==> config.mk <==
export PLATFORM = sky130hd
export DESIGN_NAME = i2c_bus_arbiter
export DESIGN_NICKNAME = d
export VERILOG_FILES = /design/src/rtl/i2c_bus_arbiter_pkg.sv /design/src/rtl/rr_priority_pick.sv /design/src/rtl/i2c_bus_arbiter.sv
export SDC_FILE = /design/constraint.sdc
export NUM_CORES = 1
export LEC_CHECK = 0
export BUFFER_PORTS_ARGS = -buffer_cell sky130_fd_sc_hd__buf_4
export CORE_ASPECT_RATIO = 2
export CORE_MARGIN = 2
export CORE_UTILIZATION = 44
export DETAILED_ROUTE_END_ITERATION = 16
export PLACE_DENSITY = 0.95
export SYNTH_ARGS = -nofsm -noshare
export SYNTH_HDL_FRONTEND = slang
export SYNTH_SLANG_ARGS = --single-unit
==> constraint.sdc <==
create_clock -name clk -period 3.2 [get_ports clk]
set_input_delay 0.32 -clock clk [delete_from_list [all_inputs] [get_ports clk]]
set_output_delay 0.32 -clock clk [all_outputs]
set_load 0.02 [all_outputs]
==> src/rtl/i2c_bus_arbiter_pkg.sv <==
// Shared encodings for the I2C engine arbiter: op codes, FSM states, defaults.
package i2c_bus_arbiter_pkg;

    localparam logic [1:0] FNC_NONE        = 2'b00;
    localparam logic [1:0] FNC_READ        = 2'b01;
    localparam logic [1:0] FNC_WRITE       = 2'b10;
    localparam logic [1:0] FNC_WRITE_MULTI = 2'b11;

    localparam logic [15:0] TIMEOUT_DEFAULT = 16'd50000;

    typedef enum logic [2:0] {
        ST_IDLE,
        ST_GRANT,
        ST_ISSUE,
        ST_WAIT,
        ST_HOLD
    } state_t;

    // {read, write, write_multi} one-hot for an op code; zero for FNC_NONE
    function automatic logic [2:0] start_sel(input logic [1:0] fnc);
        start_sel = {fnc == FNC_READ, fnc == FNC_WRITE, fnc == FNC_WRITE_MULTI};
    endfunction

endpackage

==> src/rtl/rr_priority_pick.sv <==
// Combinational round-robin pick: first set req bit at or after rr_ptr.
module rr_priority_pick #(
    parameter int N = 4
) (
    input  logic [N-1:0]         req,
    input  logic [$clog2(N)-1:0] rr_ptr,
    output logic [N-1:0]         gnt,
    output logic [$clog2(N)-1:0] idx,
    output logic                 valid
);

    localparam int IW = $clog2(N);

    logic [IW-1:0] pos;

    function automatic int wrap(input int v);
        return (v >= N) ? v - N : v;
    endfunction

    // Scan from farthest to nearest so the nearest hit wins
    always_comb begin
        gnt   = '0;
        idx   = '0;
        valid = 1'b0;
        pos   = '0;
        for (int k = N - 1; k >= 0; k--) begin
            pos = IW'(wrap(int'(rr_ptr) + k));
            if (req[pos]) begin
                gnt      = '0;
                gnt[pos] = 1'b1;
                idx      = pos;
                valid    = 1'b1;
            end
        end
    end

endmodule

==> src/rtl/i2c_bus_arbiter.sv <==
// Round-robin arbiter sharing one I2C engine among N_REQ requester FSMs.
// Define I2C_ARB_TIMEOUT_EN to add a WAIT-state watchdog of TIMEOUT_CYCLES.
module i2c_bus_arbiter
    import i2c_bus_arbiter_pkg::*;
#(
    parameter int          N_REQ          = 4,
    parameter logic [15:0] TIMEOUT_CYCLES = TIMEOUT_DEFAULT
) (
    input  logic                 clk,
    input  logic                 reset_n,
    input  logic [N_REQ-1:0]     req,
    input  logic [N_REQ-1:0]     req_go,
    input  logic [2*N_REQ-1:0]   req_fnc_sel,
    input  logic [8*N_REQ-1:0]   req_reg_address,
    input  logic [8*N_REQ-1:0]   req_data,
    input  logic [4*N_REQ-1:0]   req_n_bytes,
    input  logic [N_REQ-1:0]     req_fifo_wr_en,
    input  logic [N_REQ-1:0]     req_fifo_read_en,
    input  logic [8*N_REQ-1:0]   req_fifo_data,
    output logic [N_REQ-1:0]     gnt,
    output logic [N_REQ-1:0]     req_done,
    output logic [N_REQ-1:0]     req_error,
    output logic                 read_start,
    output logic                 write_start,
    output logic                 write_multi_start,
    input  logic                 read_done,
    input  logic                 write_done,
    input  logic                 write_multi_done,
    output logic [1:0]           fnc_sel,
    output logic [7:0]           reg_address_out,
    output logic [7:0]           data_out,
    output logic [3:0]           n_bytes,
    output logic                 fifo_wr_en,
    output logic                 fifo_read_en,
    output logic [7:0]           fifo_data_out,
    output logic                 busy
);

    localparam int IW = $clog2(N_REQ);

    state_t           state_q, state_d;
    logic [N_REQ-1:0] gnt_q, gnt_d;
    logic [IW-1:0]    idx_q, idx_d;
    logic [IW-1:0]    rr_q, rr_d;
    logic [1:0]       op_q, op_d;
    logic [N_REQ-1:0] done_q, done_d;
    logic [N_REQ-1:0] err_q, err_d;
    logic [2:0]       start_q, start_d;

    logic [N_REQ-1:0] pick_gnt;
    logic [IW-1:0]    pick_idx;
    logic             pick_valid;
    logic             req_sel;
    logic             go_sel;
    logic             hit;
    logic [IW-1:0]    ptr_next;

`ifdef I2C_ARB_TIMEOUT_EN
    logic [15:0] wd_q, wd_d;
`else
    logic unused_timeout;
    assign unused_timeout = ^TIMEOUT_CYCLES;
`endif

    rr_priority_pick #(
        .N (N_REQ)
    ) u_pick (
        .req    (req),
        .rr_ptr (rr_q),
        .gnt    (pick_gnt),
        .idx    (pick_idx),
        .valid  (pick_valid)
    );

    assign req_sel  = |(req & gnt_q);
    assign go_sel   = |(req_go & gnt_q);
    assign hit      = |(start_sel(op_q) & {read_done, write_done, write_multi_done});
    assign ptr_next = (idx_q == IW'(N_REQ - 1)) ? '0 : idx_q + 1'b1;

    always_comb begin
        state_d = state_q;
        gnt_d   = gnt_q;
        idx_d   = idx_q;
        rr_d    = rr_q;
        op_d    = op_q;
        done_d  = '0;
        err_d   = '0;
        start_d = '0;
`ifdef I2C_ARB_TIMEOUT_EN
        wd_d    = wd_q;
`endif
        unique case (state_q)
            ST_IDLE: begin
                if (pick_valid) begin
                    gnt_d   = pick_gnt;
                    idx_d   = pick_idx;
                    state_d = ST_GRANT;
                end
            end
            ST_GRANT: begin
                if (!req_sel) begin
                    gnt_d   = '0;
                    rr_d    = ptr_next;
                    state_d = ST_IDLE;
                end else if (go_sel) begin
                    state_d = ST_ISSUE;
                end
            end
            ST_ISSUE: begin
                op_d    = fnc_sel;
                start_d = start_sel(fnc_sel);
                state_d = ST_WAIT;
`ifdef I2C_ARB_TIMEOUT_EN
                wd_d    = '0;
`endif
                if (fnc_sel == FNC_NONE) begin
                    done_d  = gnt_q;
                    err_d   = gnt_q;
                    state_d = ST_HOLD;
                end
            end
            ST_WAIT: begin
                if (hit) begin
                    done_d  = gnt_q;
                    state_d = ST_HOLD;
`ifdef I2C_ARB_TIMEOUT_EN
                end else if (wd_q == TIMEOUT_CYCLES - 16'd1) begin
                    done_d  = gnt_q;
                    err_d   = gnt_q;
                    state_d = ST_HOLD;
                end else begin
                    wd_d = wd_q + 16'd1;
`endif
                end
            end
            ST_HOLD: begin
                if (!req_sel) begin
                    gnt_d   = '0;
                    rr_d    = ptr_next;
                    state_d = ST_IDLE;
                end
            end
            default: begin
                gnt_d   = '0;
                state_d = ST_IDLE;
            end
        endcase
    end

    always_ff @(posedge clk or negedge reset_n) begin
        if (!reset_n) begin
            state_q <= ST_IDLE;
            gnt_q   <= '0;
            idx_q   <= '0;
            rr_q    <= '0;
            op_q    <= FNC_NONE;
            done_q  <= '0;
            err_q   <= '0;
            start_q <= '0;
`ifdef I2C_ARB_TIMEOUT_EN
            wd_q    <= '0;
`endif
        end else begin
            state_q <= state_d;
            gnt_q   <= gnt_d;
            idx_q   <= idx_d;
            rr_q    <= rr_d;
            op_q    <= op_d;
            done_q  <= done_d;
            err_q   <= err_d;
            start_q <= start_d;
`ifdef I2C_ARB_TIMEOUT_EN
            wd_q    <= wd_d;
`endif
        end
    end

    // Grant is one-hot or zero, so a priority-free select is enough
    always_comb begin
        fnc_sel         = '0;
        reg_address_out = '0;
        data_out        = '0;
        n_bytes         = '0;
        fifo_wr_en      = 1'b0;
        fifo_read_en    = 1'b0;
        fifo_data_out   = '0;
        for (int i = 0; i < N_REQ; i++) begin
            if (gnt_q[i]) begin
                fnc_sel         = req_fnc_sel[2*i +: 2];
                reg_address_out = req_reg_address[8*i +: 8];
                data_out        = req_data[8*i +: 8];
                n_bytes         = req_n_bytes[4*i +: 4];
                fifo_wr_en      = req_fifo_wr_en[i];
                fifo_read_en    = req_fifo_read_en[i];
                fifo_data_out   = req_fifo_data[8*i +: 8];
            end
        end
    end

    assign gnt               = gnt_q;
    assign req_done          = done_q;
    assign req_error         = err_q;
    assign read_start        = start_q[2];
    assign write_start       = start_q[1];
    assign write_multi_start = start_q[0];
    assign busy              = (state_q != ST_IDLE);

endmodule

### Word-level counts from Yosys, hierarchy flattened

Index checks and enable logic that the tools add are counted.

| word-level totals | value |
|---|---|
| bits in registers | 24 |
| input port bits | 141 |
| output and inout bits | 48 |
| logic and storage cells | 141 |

| operators by class | value |
|---|---|
| bitwise logic cells | 5 |
| $add $sub $neg | 8 |
| equality and inequality tests | 16 |
| reductions and logical operators | 16 |
| $lt $le $gt $ge | 12 |
| muxes and demuxes | 76 |

Operators by type and width:

| kind | number |
|---|---|
| $mux W8 | 12 |
| $mux W4 | 13 |
| $mux W2 | 13 |
| $mux W3 | 7 |
| $mux W1 | 20 |
| $pmux W3 S5 | 1 |
| $lt A2 B3 Y1 const B | 4 |
| $pmux W4 S3 | 1 |
| $eq A2 B2 Y1 const B | 5 |
| $ge A3 B3 Y1 const B | 3 |
| $and A4 B4 Y4 | 2 |
| $bmux W1 S2 | 4 |
| $demux W1 S2 | 4 |
| $ge A2 B1 Y1 const B | 4 |
| $ne A2 B2 Y1 const B | 4 |
| $pmux W4 S2 | 1 |
| $reduce_or A4 Y1 | 2 |
| $sub A2 B1 Y2 const B | 4 |
| $add A2 B2 Y3 const B | 2 |
| $eq A3 B2 Y1 const B | 2 |
| $eq A2 B1 Y1 const B | 2 |
| $logic_and A1 B1 Y1 | 4 |
| $reduce_and A2 Y1 | 2 |
| $reduce_and A4 Y1 | 1 |
| other kinds (14) | 16 |

### Depth between registers and ports, before layout

| depth | value |
|---|---|
| depth in word-level cells | 13 |
| gate-level depth with buffers | 8 |
| depth with buffers taken out | 7 |

### Hierarchy

A second synthesis with hierarchy kept.

| unflattened totals | value |
|---|---|
| cell total of the unflattened synthesis | 320 |
| area, all modules | 2606.2 µm² |

Modules (own cells, without submodules):

| module | instances | area each (µm²) | sequential area each (µm²) | cells an instance |
|---|---|---|---|---|
| i2c_bus_arbiter | 1 | 2082.0 | 600.6 | 252 |
| rr_priority_pick | 1 | 524.3 | 0.0 | 68 |

### Worst setup path before layout

OpenSTA, ideal clock, no wires.

| path | value |
|---|---|
| kind | reg-to-output |
| start | register gnt_q[1] (netlist: gnt[1]) |
| end | output port data_out[3] |
| stages on the path, launching flop included | 8 |
| setup slack | 1037 ps |
| required time | 2880 ps |
| arrival | 1843 ps |
| buffers on the path | 2 |
| path through | dfrtp_1 > and2b_1 > buf_2 > buf_2 > a22oi_1 > nor2_1 > a21oi_1 > o21ai_0 |

| between the ends | value |
|---|---|
| longest elaborated chain between the ends | 3 |

RTL lines:

| item | line | RTL |
|---|---|---|
| start, declared | i2c_bus_arbiter.sv:42 | `logic [N_REQ-1:0] gnt_q, gnt_d;` |
| start signal, assigned | i2c_bus_arbiter.sv:165 | `gnt_q <= gnt_d;` |
| $mux W8 (3 in series) | i2c_bus_arbiter.sv:188 | `if (gnt_q[i]) begin` |
| end, declared | i2c_bus_arbiter.sv:31 | `output logic [7:0] data_out,` |

Every way passes these cells.

### Worst setup path in the final report

| path | value |
|---|---|
| start | register gnt_q[0] (netlist: gnt[0]) |
| end | output port fifo_wr_en |

| between the ends | value |
|---|---|
| longest elaborated chain between the ends | 4 |

RTL lines:

| item | line | RTL |
|---|---|---|
| $mux W1 (4 in series) | i2c_bus_arbiter.sv:188 |  |
| end, declared | i2c_bus_arbiter.sv:33 | `output logic fifo_wr_en,` |

Every way passes these cells.

==> out/metrics.cfg <==
[timing]
fmax_mhz=378.1
relSlewSlack=0.5087
min_period_ns=2.645
tns_ns=0
setup_viol=0
post-route-period-util=0.8266
holdWs_ns=0.4330
grt_setup_unrepaired=no
finalMaxSlewViolations=0
fin_skew_ns=0.004009
hold_violations=0
worst_pin_slew_ns=0.7369

[critical_path]
path_max_fanout=19
critPathTopFamily=simple AND/OR/NAND/NOR gates
required_ns=2.88
crit_path_top_delay_cell=and2b_1
path_common_cell=buf_4
critPathMaxStageDelay_ns=0.65
critPathBufInv=2
critPathKind=reg2out
start_kind=register
cp.arrival_ns=2.33
endpoint_kind=output pin
path_cells=and2b_1, buf_4, a22oi_1, nor2_1, a21oi_1, o21ai_0, buf_4

[clock_network]
numCtsBuffers=3
htree_num_levels=1
hold_buffers=1
clock-sinks=24
cts_tree=done
clk_pin_slew_ns=0.08
clockBufferDepth=2
root_buffer=clkbuf_8
ctsResizeCount=0
clk_latency_ns=0.26
post_cts_buffers=0

[finish]
diodes=0
fillerInstances=455
drive_gt1_frac=0.4154
final_cells=568
nNetsFinal=659
utilization=0.7193
syn_to_final_growth_pct=58.41

[placed_design]
io_buffer_count=188
gp_congestion=0.9323
placed_cells_incl_taps=563
hpwl_um=7839

[global_routing]
grt_max_degree=51
grt_overflow=0
grt_pass1_wl_um=15240
antenna_found_initial=0
grt_pass1_vias=3111
grt_usage=0.3072

[pwr]
p_switching_mw=1.543
leakagePower_nw=1.891
swShare=0.5250
power_frac_seq=0.188
pwr-share-comb=0.743
ir_drop_mv=0.6052
power_density_nw_per_um2=753.9
pwr-share-clk=0.070
p_int_mw=1.396

[synth]
synthMuxAreaShare=0.05389
yosysWarnings=0
synth_nets=491
seq_area_frac_synth=0.2440
netlist_area_sq_um=2461
ys_types=48
syn_inst=341
synth-edff-count=0
synth_xor_area_frac=0.003559
synth-simple-area-share=0.2374
async_flop_share=1.000
synth_compound_area_frac=0.3447
synth_flop_cell=dfrtp_1
syn_avg_cell_area_sq_um=7.217
ys_ff_latch=24
synth_top_area_share=0.2440
yosys-top-cells-area=dfrtp_1 (24%), a22oi_1 (10%), o21ai_0 (8.5%)
yosys.area.top_type=dfrtp_1
synthAdderAreaFrac=0.04575
synth_top_family_by_area=compound AO/OA/AOI/OAI gates

[drt]
vias=3269
dr.pass1.iters=4
wirelength_um=9943
wire_per_inst_um=17.51
route.detailed.drc=0
vias_per_cell=5.755
antenna_left=0
first_iter_violations=256

[min_path]
hold_class=in2reg

[floorplanning]
initial_core_util=0.4541
std_cell_rows=38
die_h_um=109.8
die_w_um=56.89
die_area_sq_um=6244
io_pins=189
fp.coreArea_sq_um=5420

[flow_run]
cap_violations=0

[status]
status=finished, final reports clean

-- cell usage after synthesis (2+ instances only) --
cell type / number
a221oi_2: 2
nor3b_1: 3
a31oi_1: 2
o211ai_1: 5
buf_2: 9
inv_1: 5
nor4_1: 2
a22oi_1: 33
mux4_2: 2
a21oi_1: 35
or2_0: 2
nand2b_1: 3
nand2_1: 46
nand3b_1: 3
buf_1: 5
and2_1: 10
nor2b_1: 2
o21ai_1: 4
clkbuf_1: 13
o21ai_0: 42
a221oi_1: 3
nor2_1: 45
buf_6: 3
dfrtp_1: 24
nand3_1: 2
ha_1: 9
a22o_1: 2
mux2i_1: 5
-- metrics by stage --
step           area [sq um]  power [mW]  setup slack, ns
6_report               3899       2.939           0.5549
5_1_grt                3899       3.161           0.3495
4_1_cts                3899       2.927           0.5562
3_5_place_dp           3834       2.714           0.6563
3_3_place_gp           3834       2.647           0.7152
2_1_floorplan          2461       1.926            1.037
-- cell families (layout without fill, tap and decap cells) --
family                   count (synthesis)  after routing
AND/OR/NAND/NOR                        125            125
XOR/XNOR                                 1              1
multiplexers                             9              9
AO/OA/AOI/OAI                          136            136
adder cells (fa/ha/maj)                  9              9
buffers and inverters                   37            204
flip-flops                              24             24
-- placed cells by master, fill, tap and decap left out, types with 9 or more instances in the layout --
master and instances:
and2_1 10, ha_1 9, a22oi_1 33, buf_4 192, o21ai_0 42, dfrtp_1 22, a21oi_1 35, nor2_1 45
nand2_1 46
-- per-layer routing --
layer | vias up | part of all wire | routed length (um) | GRT usage
met4 | 0 | 0.041 | 407 | 0.1163
met5 | - | 0 | 0 | 0
li1 | 1559 | - | - | -
met1 | 1510 | 0.32 | 3221 | 0.3194
met3 | 34 | 0.090 | 896 | 0.07176
met2 | 166 | 0.54 | 5417 | 0.5805
-- power by group through the flow --
| stage | clock network (mW) | logic, mW | registers [mW] |
|---|---|---|---|
| finish | 0.204 | 2.18 | 0.551 |
| CTS | 0.206 | 2.18 | 0.546 |
| detailed placement | 0 | 2.16 | 0.552 |
| global placement | 0 | 2.10 | 0.545 |
| floorplan | 0 | 1.47 | 0.457 |
| global route | 0.214 | 2.38 | 0.568 |
-- flip-flops by register name, summed over array words and instances (netlist names) --
register   count
gnt            4
idx_q          2
op_q           2
req_done       4
req_error      4
rr_q           2
start_q        3
state_q        3
-- tightest hold or removal path, stage by stage --
cell	delay (ns)
buf_4	0.14
a21oi_1	0.12
o31ai_1	0.08
-- layout make-up --
cell class / instances / area, sq um / share of cell area
multi-input cells: 280 / 1687 / 0.4326
clock buffers: 4 / 55.05 / 0.01412
well taps: 60 / 75.07 / 0.01926
inverters: 7 / 27.53 / 0.007060
flip-flops and latches: 24 / 603.1 / 0.1547
repair buffers: 193 / 1451 / 0.3723
-- worst paths after layout --
path                       slack (ns)                  from                    to  cells after the start
setup / recovery                 0.55    gnt[0]$_DFFE_PN0P_            fifo_wr_en                      7
hold / removal                   0.43                req[3]  idx_q[1]$_DFFE_PN0P_                      3
setup reg to reg                 0.58   rr_q[0]$_DFFE_PN0P_    gnt[0]$_DFFE_PN0P_                      7
hold reg to reg                  0.50  idx_q[1]$_DFFE_PN0P_  idx_q[1]$_DFFE_PN0P_                      2
max in group asynchronous        2.44               reset_n    gnt[2]$_DFFE_PN0P_                      2
min in group asynchronous        0.49               reset_n   op_q[0]$_DFFE_PN0P_                      2
Note: power is estimated with default switching activity, not from simulation.
